`config.mk`:
```
export PLATFORM = sky130hd
export DESIGN_NAME = fifo_word_unpacker
export DESIGN_NICKNAME = d
export VERILOG_FILES = /design/src/rtl/fifo_word_unpacker.sv
export SDC_FILE = /design/constraint.sdc
export NUM_CORES = 1
export LEC_CHECK = 0
export ABC_AREA = 1
export BUFFER_PORTS_ARGS = -buffer_cell sky130_fd_sc_hd__buf_2
export CORE_ASPECT_RATIO = 0.75
export CORE_UTILIZATION = 51
export CTS_CLUSTER_DIAMETER = 120
export CTS_CLUSTER_SIZE = 16
export DETAILED_ROUTE_END_ITERATION = 6
export HOLD_SLACK_MARGIN = 0.03
export PLACE_DENSITY = 0.76
export SYNTH_ARGS = -nofsm -noshare
export SYNTH_HDL_FRONTEND = slang
export SYNTH_SLANG_ARGS = --single-unit
```
`constraint.sdc`:
```
create_clock -name clk -period 1.5 [get_ports clk]
set_input_delay 0.3 -clock clk [delete_from_list [all_inputs] [get_ports clk]]
set_output_delay 0.3 -clock clk [all_outputs]
set_load 0.02 [all_outputs]
```
`src/rtl/fifo_word_unpacker.sv`:
```
// fifo_word_unpacker: pops FIFO show-ahead words and emits them LSB-first as narrow beats.
// Optional packet framing on m_last is built when FIFO_UNPACK_LAST_EN is defined.
module fifo_word_unpacker #(
    parameter int IN_WIDTH  = 32,
    parameter int OUT_WIDTH = 8,
    parameter int PKT_WORDS = 4
) (
    input  logic                 clk,
    input  logic                 rst_n,
    input  logic [IN_WIDTH-1:0]  fifo_data,
    input  logic                 fifo_empty,
    output logic                 fifo_rd_en,
    output logic [OUT_WIDTH-1:0] m_data,
    output logic                 m_valid,
    input  logic                 m_ready,
    output logic                 m_last,
    output logic                 busy
);

    localparam int RATIO = IN_WIDTH / OUT_WIDTH;
    localparam int CNT_W = (RATIO > 1) ? $clog2(RATIO) : 1;
    localparam logic [CNT_W-1:0] LAST_IDX = CNT_W'(RATIO - 1);

    if ((IN_WIDTH % OUT_WIDTH) != 0 || RATIO < 2 || PKT_WORDS < 1) begin : g_bad_cfg
        $error("fifo_word_unpacker: invalid IN_WIDTH/OUT_WIDTH/PKT_WORDS");
    end

    typedef enum logic {
        IDLE,
        ACTIVE
    } state_t;

    state_t               state_q;
    state_t               state_d;
    logic [IN_WIDTH-1:0]  word_q;
    logic [CNT_W-1:0]     slice_cnt;
    logic                 accept;
    logic                 last_slice;

    assign accept     = m_valid & m_ready;
    assign last_slice = (slice_cnt == LAST_IDX);
    assign fifo_rd_en = !fifo_empty &
                        ((state_q == IDLE) | (accept & last_slice));

    assign m_valid = (state_q == ACTIVE);
    assign busy    = m_valid;
    assign m_data  = word_q[slice_cnt*OUT_WIDTH +: OUT_WIDTH];

    always_ff @(posedge clk or negedge rst_n) begin
        if (!rst_n) begin
            state_q <= IDLE;
        end else begin
            state_q <= state_d;
        end
    end

    always_comb begin
        state_d = state_q;
        unique case (state_q)
            IDLE: begin
                if (fifo_rd_en) begin
                    state_d = ACTIVE;
                end
            end
            ACTIVE: begin
                if (accept && last_slice && !fifo_rd_en) begin
                    state_d = IDLE;
                end
            end
            default: state_d = IDLE;
        endcase
    end

    // A refill on the last-slice accept keeps beats back to back.
    always_ff @(posedge clk or negedge rst_n) begin
        if (!rst_n) begin
            word_q    <= '0;
            slice_cnt <= '0;
        end else if (fifo_rd_en) begin
            word_q    <= fifo_data;
            slice_cnt <= '0;
        end else if (accept) begin
            if (last_slice) begin
                slice_cnt <= '0;
            end else begin
                slice_cnt <= slice_cnt + 1'b1;
            end
        end
    end

`ifdef FIFO_UNPACK_LAST_EN
    localparam int PKT_W = $clog2(PKT_WORDS) + 1;
    localparam logic [PKT_W-1:0] PKT_MAX = PKT_W'(PKT_WORDS - 1);

    logic [PKT_W-1:0] word_cnt;

    always_ff @(posedge clk or negedge rst_n) begin
        if (!rst_n) begin
            word_cnt <= '0;
        end else if (accept && last_slice) begin
            if (word_cnt == PKT_MAX) begin
                word_cnt <= '0;
            end else begin
                word_cnt <= word_cnt + 1'b1;
            end
        end
    end

    assign m_last = m_valid & last_slice & (word_cnt == PKT_MAX);
`else
    assign m_last = 1'b0;
`endif

endmodule

```
==> impl_metrics.toml <==
[yosys]
yosys_warnings = 0
synth_top_cell_area_share = 0.515
synth.distinct_cells = 17
synth_edf_count = 0
ys_seq_area_frac = 0.515
async_flop_share = 1.00
synthCells = 219
syn-num-nets = 256
synth.most_common_cell = "nand2_1"
synth_commonest_cells = "nand2_1, dfrtp_1, inv_1"
ys.flop_type = "dfrtp_1"
synth_area_um2 = 1700
synthTopCellsByArea = "dfrtp_1, nand2_1, inv_1"
ys_seq_elements = 35
synth_area_leader_cell = "dfrtp_1"
synth.avg_cell_area_um2 = 7.77

[sta]
period_share = 1.11
finalSetupViolations = 9
hold_violations = 0
period_needed_ns = 1.67
tns_ns = -1.14
setup_ws_ns = -0.170
hold_slack_ns = 0.0306
fin_skew_ns = 0.00520
rsz0062_at_grt = "true"
fmax_ghz = 0.599
drv_slew = 0

[worst_setup_path]
critPathRequiredTime_ns = 1.20
crit_arrival_ns = 1.37
reg2reg_slack_ns = 0.07
cp-end-kind = "output pin"
start_kind = "flip-flop"
worstPathMaxFanout = 11
crit_type = "flip-flop to output pin"

[cts]
clk_path_buf_depth = 2
clock_sinks = 35
cts_buffers = 5
clock_latency_ns = 0.29
htree_levels = 2
hold_buffers = 0
cts_tree = "yes"
root_buffer = "clkbuf_8"
path_clk_slew_ns = 0.07

[final_layout]
area_delta_synth_final_pct = 26.7
multi_input_area_um2 = 668
drive_gt1_frac = 0.271
final_util = 0.704
fillerInstances = 250
fin_area_um2 = 2160
final_nets = 305
antenna_cells = 0
ff_latch_area_um2 = 877

[floorplanning]
fp.dieArea_um2 = 3570
rows = 17
initial_core_util = 0.556
io_pins = 48
die_h_um = 52.0
core_region_area_um2 = 3060
die-width_um = 68.7

[placed_design]
dp_slack_ns = 0.0612
gp_congestion = 0.906
dp_hpwl_um = 2450
numPortBuffers = 46
postPlaceCellArea_um2 = 1920

[run_status]
status = "finished, violations left"
violations = "negative setup slack"

[power_and_ir_drop]
power_density_nw_per_um2 = 2170
power_leakage_nw = 1.22
peakVddDrop_mv = 1.03

[global_route]
first_global_vias = 1277
antenna_found_initial = 0
grt_max_degree = 36
grt.overflow.total = 0
grt_usage = 0.240
grt_pass1_wl_um = 5940

[route]
ant_nets = 0
wl_per_cell_um = 12.5
wirelength_um = 3850
route.detailed.drc = 0
dr.pass1.iters = 4
route.vias.total = 1491
drtIter0Drc = 47
via_per_inst = 4.86

[hold_path]
min_path_type = "primary input to async pin"

[job]
maxCapViolCount = 0
-- layer usage --
layer,share of wire,track usage
met1,0.48,0.352
met2,0.45,0.340
met3,0.066,0.0636
met4,0.011,0.0816
met5,0,0
-- registers in the layout, summed over array words and instances, names as in the netlist --
name / flops
word_q: 32
slice_cnt: 2
busy: 1
-- layout make-up --
cell class | count | share of cell area
Sequential cell | 35 | 0.407
Multi-Input combinational cell | 152 | 0.310
Timing Repair Buffer | 55 | 0.169
Clock buffer | 6 | 0.0383
Inverter | 18 | 0.0348
Tap cell | 38 | 0.0221
Clock inverter | 2 | 0.0163
Timing Repair inverter | 1 | 0.00290
-- cell usage in the layout, fill, tap and decap left out --
cell and instances:
buf_2 37, nand3_1 4, buf_12 2, buf_4 11, nor2_1 1, nand2_2 2
buf_6 5, o21ai_0 6, dfrtp_2 1, inv_8 1, a21oi_4 1, inv_4 1
conb_1 1, inv_1 17, nand2_4 1, o21ai_2 1, ha_2 1, o21ai_1 2
clkbuf_8 6, nand2_1 116, bufinv_16 1, dfrtp_1 34, or2_2 1, clkinv_2 1
a21oi_1 7, o211ai_1 8
-- worst max-delay path, cell delays in order, from the launching register on --
cell and delay, ns:
dfrtp_2 0.44, buf_6 0.16, o211ai_1 0.23, nand2_1 0.10
buf_4 0.16
-- report_power, final --
| group | switching, mW | internal [mW] |
|---|---|---|
| clock network | 0.342 | 0.538 |
| logic | 1.24 | 0.937 |
| registers | 0.253 | 1.37 |
| total | 1.84 | 2.85 |
-- kinds of logic after synthesis --
| kind of cell | share of synthesized area |
|---|---|
| and+or+nand+nor | 0.286 |
| DFF | 0.515 |
| other | 0.00220 |
| AOI/OAI and AO/OA | 0.0853 |
| adders and majority gates | 0.00735 |
| buffers and inverters | 0.104 |
-- final timing paths --
path | from | cells past startpoint | endpoint
worst max register to register | slice_cnt[0] | 9 | word_q[10]
worst min-delay path | rst_n | 2 | word_q[16]
worst max-delay path | slice_cnt[0] | 4 | m_data[1]
min in group clk | fifo_data[30] | 3 | word_q[30]
worst min register to register | word_q[30] | 2 | word_q[30]
max in group asynchronous | rst_n | 2 | slice_cnt[0]
-- timing repair --
item,CTS,global route
pin swaps,4,4
endpoints found under the hold margin,0,0
setup buffers,2,1
cloned,1,0
gates resized for setup,17,14
endpoints found under the setup margin,9,33
-- metrics by stage --
| step | power (mW) | cells |
|---|---|---|
| after floorplan | 2.97 | 219 |
| after global placement | 3.42 | 295 |
| after detailed placement | 3.44 | 295 |
| after CTS | 4.53 | 306 |
| after global routing | 5.05 | 307 |
| final | 4.68 | 307 |
Note: power is estimated with default switching activity, not from simulation.
